==> config.mk <==
export PLATFORM = sky130hd
export DESIGN_NAME = l1i_miss_handler
export DESIGN_NICKNAME = d
export VERILOG_FILES = /design/src/rtl/l1i_miss_handler.sv
export SDC_FILE = /design/constraint.sdc
export NUM_CORES = 2
export LEC_CHECK = 0
export BUFFER_PORTS_ARGS = -buffer_cell sky130_fd_sc_hd__buf_2
export CAP_MARGIN = 10
export CORE_AREA = 2 2 761 763
export DETAILED_ROUTE_END_ITERATION = 7
export DIE_AREA = 0 0 763 765
export GPL_TIMING_DRIVEN = 1
export PLACE_DENSITY = 0.39
export SYNTH_ARGS = -nofsm -noshare
export SYNTH_HDL_FRONTEND = slang
export SYNTH_SLANG_ARGS = --single-unit
==> constraint.sdc <==
create_clock -name clock_i -period 79.4 [get_ports clock_i]
set_input_delay 7.94 -clock clock_i [delete_from_list [all_inputs] [get_ports clock_i]]
set_output_delay 7.94 -clock clock_i [all_outputs]
set_load 0.02 [all_outputs]
==> src/rtl/l1i_miss_handler.sv <==
// rtl/l1i_miss_handler.sv - L1I miss handler: fetches the missed line and its successor, then updates the cache
module l1i_miss_handler #(
  parameter int fetchingAddressWidth    = 64,
  parameter int cacheLineWidth          = 512,
  parameter int offsetWidth             = 6,
  parameter int PidSize                 = 20,
  parameter int TidSize                 = 16,
  parameter int instructionCounterWidth = 64
) (
  input  logic                               clock_i,
  input  logic                               reset_i,
  input  logic                               cacheMiss_i,
  input  logic [fetchingAddressWidth-1:0]    missedAddress_i,
  input  logic [instructionCounterWidth-1:0] missedInstMajorId_i,
  input  logic [PidSize-1:0]                 missedPid_i,
  input  logic [TidSize-1:0]                 missedTid_i,
  output logic                               busy_o,
  output logic                               droppedMiss_o,
  output logic                               memReq_o,
  output logic [fetchingAddressWidth-1:0]    memReqAddress_o,
  input  logic                               memReqReady_i,
  input  logic                               memRespValid_i,
  input  logic [0:cacheLineWidth-1]          memRespData_i,
  output logic                               cacheUpdate_o,
  output logic [fetchingAddressWidth-1:0]    cacheUpdateAddress_o,
  output logic [0:cacheLineWidth-1]          cacheUpdateLine1_o,
  output logic [0:cacheLineWidth-1]          cacheUpdateLine2_o,
  output logic [PidSize-1:0]                 cacheUpdatePid_o,
  output logic [TidSize-1:0]                 cacheUpdateTid_o,
  output logic [instructionCounterWidth-1:0] cacheUpdateInstMajorId_o
);
  localparam int AW = fetchingAddressWidth;
  localparam logic [AW-1:0] LineStride = AW'(1) << offsetWidth;

  typedef enum logic [2:0] {IDLE, REQ1, WAIT1, REQ2, WAIT2, UPDATE} state_t;

  state_t                               state_q, state_d;
  logic                                 capture_d;
  logic                                 dropped_q, dropped_d;
  logic [AW-1:0]                        addr_q, base_q;
  logic [PidSize-1:0]                   pid_q;
  logic [TidSize-1:0]                   tid_q;
  logic [instructionCounterWidth-1:0]   id_q;
  logic [0:cacheLineWidth-1]            line1_q;
  logic [AW-1:0]                        upd_addr_q;
  logic [0:cacheLineWidth-1]            upd_line1_q, upd_line2_q;
  logic [PidSize-1:0]                   upd_pid_q;
  logic [TidSize-1:0]                   upd_tid_q;
  logic [instructionCounterWidth-1:0]   upd_id_q;
  logic                                 same_line;

  always_ff @(posedge clock_i or posedge reset_i) begin
    if (reset_i) state_q <= IDLE;
    else         state_q <= state_d;
  end

  always_comb begin
    state_d   = state_q;
    capture_d = 1'b0;
    case (state_q)
      IDLE:   if (cacheMiss_i) begin
                state_d   = REQ1;
                capture_d = 1'b1;
              end
      REQ1:   if (memReqReady_i)  state_d = WAIT1;
      WAIT1:  if (memRespValid_i) state_d = REQ2;
      REQ2:   if (memReqReady_i)  state_d = WAIT2;
      WAIT2:  if (memRespValid_i) state_d = UPDATE;
      UPDATE: state_d = IDLE;
      default: state_d = IDLE;
    endcase
  end

  // A miss to the line already in flight (same owner) is absorbed; anything else is rejected.
  assign same_line = (missedAddress_i[AW-1:offsetWidth] == base_q[AW-1:offsetWidth]) &&
                     (missedPid_i == pid_q);
  assign dropped_d = busy_o && cacheMiss_i && !same_line;

  always_ff @(posedge clock_i or posedge reset_i) begin
    if (reset_i) begin
      dropped_q   <= 1'b0;
      addr_q      <= '0;
      base_q      <= '0;
      pid_q       <= '0;
      tid_q       <= '0;
      id_q        <= '0;
      line1_q     <= '0;
      upd_addr_q  <= '0;
      upd_line1_q <= '0;
      upd_line2_q <= '0;
      upd_pid_q   <= '0;
      upd_tid_q   <= '0;
      upd_id_q    <= '0;
    end else begin
      dropped_q <= dropped_d;
      if (capture_d) begin
        addr_q <= missedAddress_i;
        base_q <= {missedAddress_i[AW-1:offsetWidth], {offsetWidth{1'b0}}};
        pid_q  <= missedPid_i;
        tid_q  <= missedTid_i;
        id_q   <= missedInstMajorId_i;
      end
      if (state_q == WAIT1 && memRespValid_i) line1_q <= memRespData_i;
      // Update fields load only on entry to UPDATE so they hold between strobes.
      if (state_q == WAIT2 && memRespValid_i) begin
        upd_addr_q  <= addr_q;
        upd_line1_q <= line1_q;
        upd_line2_q <= memRespData_i;
        upd_pid_q   <= pid_q;
        upd_tid_q   <= tid_q;
        upd_id_q    <= id_q;
      end
    end
  end

  assign busy_o                   = (state_q != IDLE);
  assign memReq_o                 = (state_q == REQ1) || (state_q == REQ2);
  assign memReqAddress_o          = (state_q == REQ2) ? base_q + LineStride : base_q;
  assign droppedMiss_o            = dropped_q;
  assign cacheUpdate_o            = (state_q == UPDATE);
  assign cacheUpdateAddress_o     = upd_addr_q;
  assign cacheUpdateLine1_o       = upd_line1_q;
  assign cacheUpdateLine2_o       = upd_line2_q;
  assign cacheUpdatePid_o         = upd_pid_q;
  assign cacheUpdateTid_o         = upd_tid_q;
  assign cacheUpdateInstMajorId_o = upd_id_q;
endmodule

-- Yosys cells after proc, flatten, opt, wreduce, memory -nomap -nowiden
Index checks and enable logic that the tools add are counted.
- register bits after elaboration: 1926
- input bits: 681
- output and inout port bits: 1256
- reductions and logical operators: 10
- mux-type cells: 9
- $add $sub $neg: 1
- equal/unequal tests: 12
- operators with widths (cell ; number):
    64-bit by 7-bit adder with 64-bit output, second input constant ; 1
    64-bit two-way mux ; 1
    58-bit equality test ; 1
    20-bit equality test ; 1
    3-bit two-way mux ; 5
    3-bit case mux with 5 select lines ; 1
    2-bit != test, second input constant ; 5
    3-bit by 2-bit equality test with 1-bit output, second input constant ; 2
    3-bit equality test, second input constant ; 2
    1-bit logical AND ; 5
    5-bit AND reduction ; 1
    3-bit by 1-bit equality test with 1-bit output, second input constant ; 1
    3-bit zero test ; 1
    3-bit nonzero test ; 1
    1-bit two-way mux ; 2
    1-bit zero test ; 1
    1-bit logical OR ; 1

-- Depth between registers and ports, before layout
- depth in word-level cells: 4
- mapped depth: 7

-- Worst setup path before layout
No wires, ideal clock.
- path type: register -> output
- start: reg state_q[2]
- end: out memReqAddress_o[45]
- data required time: 71.460 ns
- stages on the path, launching flop included: 7
- buffers on the path: 1
- arrival time: 1.915 ns
- slack: 69.545 ns
- cells stage by stage: dfrtp_1 > nand3b_1 > nor3_4 > and4_1 > buf_6 > nand4_1 > xnor2_1
- cells in the longest elaborated chain, start to end: 2
- RTL lines (item ; RTL line ; RTL):
    start, declared ; 37 ; state_t state_q, state_d;
    start signal, assigned ; 54 ; else state_q <= state_d;
    3-bit by 2-bit equality test with 1-bit output ; 118 ; assign memReqAddress_o = (state_q == REQ2) ? base_q + LineStride : base_q;
    64-bit two-way mux ; 118 ;
    end, declared ; 20 ; output logic [fetchingAddressWidth-1:0] memReqAddress_o,
Every way passes these cells.

==> results.cfg <==
[status]
status = finished, final reports clean

[die]
dieArea_um2 = 584000
num_rows = 279
fp.dieH_um = 765
die_x_um = 763
start_util_pct = 12.4
coreArea_um2 = 576000
io_pins = 1937

[route]
drtIter0Drc = 2190
drc_errors = 0
viasPerCell = 3.31
antenna_left = 0
num_vias = 47085
drtPass1Iterations = 5
wire_per_inst_um = 28.0
finalWirelength_um = 397000

[finish]
multi_input_area_um2 = 23200
fillers = 63227
nNetsFinal = 6957
ff_latch_area_um2 = 46700
drive_gt1_share_pct = 65.4
synthToLayoutAreaGrowth_pct = 37.1

[timing]
rsz0062_at_grt = false
max_freq_mhz = 78.3
setup_viol = 0
slew_headroom_pct = 26.8
tightest_slew_ns = 1.09
finalHoldViolations = 0
hold_slack_ns = 0.457
finalCritPeriodShare_pct = 16.1
setup_ws_ns = 66.63
layout_min_cycle_time_ns = 12.77
fin_worst_skew_ns = 0.0667
fin_tns_setup_ns = 0
slew_viol_final = 0

[clock_tree]
cts_tree = done
cts-root-buf = clkbuf_16
clkLatencyLatePin_ns = 0.95
cts_buffers = 230
h-tree-depth = 4
clock-sinks = 1868
hold_buffers = 0
post_cts_buffers = 0
clk_path_buf_depth = 4
ctsResizeCount = 0
cts.reportedPaths.clkPinSlew_ns = 0.06

[synthesis]
synth_top_cells_by_count = 1868 x dfrtp_1, 1858 x mux2_2, 152 x buf_2
synthTopCellsByArea = dfrtp_1 66%, mux2_2 29%, buf_2 1.1%
ys_seq_area_share_pct = 65.5
ys_seq_elements = 1868
synthDistinctLibCells = 43
synth_edf_count = 0
syn_inst = 4279
synth_ff_type = dfrtp_1
async_reset_ff_share_pct = 100
ys_warn_count = 0
avgSynthCellArea_um2 = 16.7
synthMostInstantiatedCell = dfrtp_1
yosysTopAreaCellShare_pct = 65.5
netlist_area_um2 = 71300
synth_area_leader_cell = dfrtp_1

[global_route]
grt_pass1_wl_um = 508000
grt_antenna_before_repair = 361
grt_usage_pct = 13.1
grt_pass1_vias = 49133
grt_max_degree = 169
grt-ovfl-total = 0

[placement]
gp_congestion = 0.929
place.detailed.hpwl_um = 332000
pre_cts_slack_ns = 65.49
port_buffers = 1930

[power_and_ir_drop]
leakage_nw = 43.7
power-per-cell-area_nw_per_um2 = 44.6
peakVddDrop_mv = 0.0240

[worst_setup_path]
cp.required_ns = 80.28
crit_fanout = 168
endpoint_kind = asynchronous set/reset pin
cp.arrival_ns = 13.65
path_class = primary input to asynchronous set/reset pin
critPathLaunchType = primary input

[hold_path]
hold_path.class = flop to flop

[run]
maxCapViolations = 0
-- where the power goes --
group,internal (mW),total [mW],switching [mW]
sequential,1.40,1.70,0.301
combinational,0.628,1.59,0.967
clock,0.620,1.07,0.450
-- per-stage QoR --
| stage | util (%) | cell area [um2] | std cells | total power [mW] |
|---|---|---|---|---|
| after detailed placement | 15.6 | 89700 | 13630 | 3.35 |
| after CTS | 16.9 | 97400 | 14052 | 4.46 |
| after global placement | 15.6 | 89700 | 13630 | 3.32 |
| final | 17.0 | 97800 | 14204 | 4.36 |
| after floorplan | - | 71300 | 4284 | 2.56 |
| after global routing | 17.0 | 97600 | 14134 | 4.59 |
-- layer usage --
layer  share of wire (%)  wire length, um  global-route usage, %
met1                  36           142000                   13.9
met3                  15            58600                   8.44
met4                 4.5            18100                   5.21
met5                0.43             1700                 0.0568
met2                  45           177000                   20.5
-- logic make-up (layout without fill, tap and decap cells) --
group	Yosys count	count (layout)	share of synthesized area (%)
AND/OR/NAND/NOR	158	158	1.36
AO/OA/AOI/OAI	10	10	0.0789
buffers and inverters	246	2427	1.97
other	1	158	0.00526
adder cells (fa/ha/maj)	1	1	0.0175
multiplexers	1859	1859	29.4
XOR/XNOR	136	136	1.67
flip-flops	1868	1868	65.5
-- cells in the final DEF, fill, tap and decap left out, types with 13 or more instances in the layout --
master,instances
buf_2,1930
buf_4,57
clkbuf_1,65
clkbuf_16,230
clkbuf_8,58
clkinv_2,28
dfrtp_1,1868
diode_2,152
mux2_2,1858
nand2_1,30
nand3_1,24
nand4_1,21
nor3_1,13
nor4_1,19
xnor2_1,54
xor2_1,82
-- flip-flops by register name (all words and copies together) (netlist names) --
signal                    cells
state_q                       3
cacheUpdateTid_o             16
cacheUpdateAddress_o         64
pid_q                        20
cacheUpdateLine2_o          512
line1_q                     512
droppedMiss_o                 1
tid_q                        16
cacheUpdateLine1_o          512
addr_q                       64
cacheUpdatePid_o             20
id_q                         64
cacheUpdateInstMajorId_o     64
-- critical path: stages --
cell,delay [ns]
buf_2,0.14
inv_8,0.52
buf_12,0.52
buf_4,0.55
buf_4,0.54
buf_4,0.55
buf_4,0.66
buf_4,0.80
buf_12,0.70
-- layout make-up --
cell class | instances | share of cell area [%]
flip-flops and latches | 1868 | 47.8
multi-input cells | 2170 | 23.7
repair buffers | 1994 | 10.5
clock inverters | 69 | 0.897
inverters | 11 | 0.0499
clock buffers | 353 | 6.95
well taps | 7587 | 9.71
diodes | 152 | 0.389
-- worst paths after layout --
path                                     start                       to  slack, ns  cells after the start
worst max-delay path                   reset_i             line1_q[221]      66.63                      9
worst min-delay path              line1_q[415]  cacheUpdateLine1_o[415]       0.46                      1
worst max register to register      state_q[0]  cacheUpdateLine2_o[114]      73.62                      9
worst min register to register    line1_q[415]  cacheUpdateLine1_o[415]       0.46                      1
max in group clock_i            memRespValid_i  cacheUpdateLine2_o[114]      67.10                      9
min in group asynchronous              reset_i  cacheUpdateLine2_o[501]       7.16                      2
No activity file was read; power rests on OpenSTA's default activity.
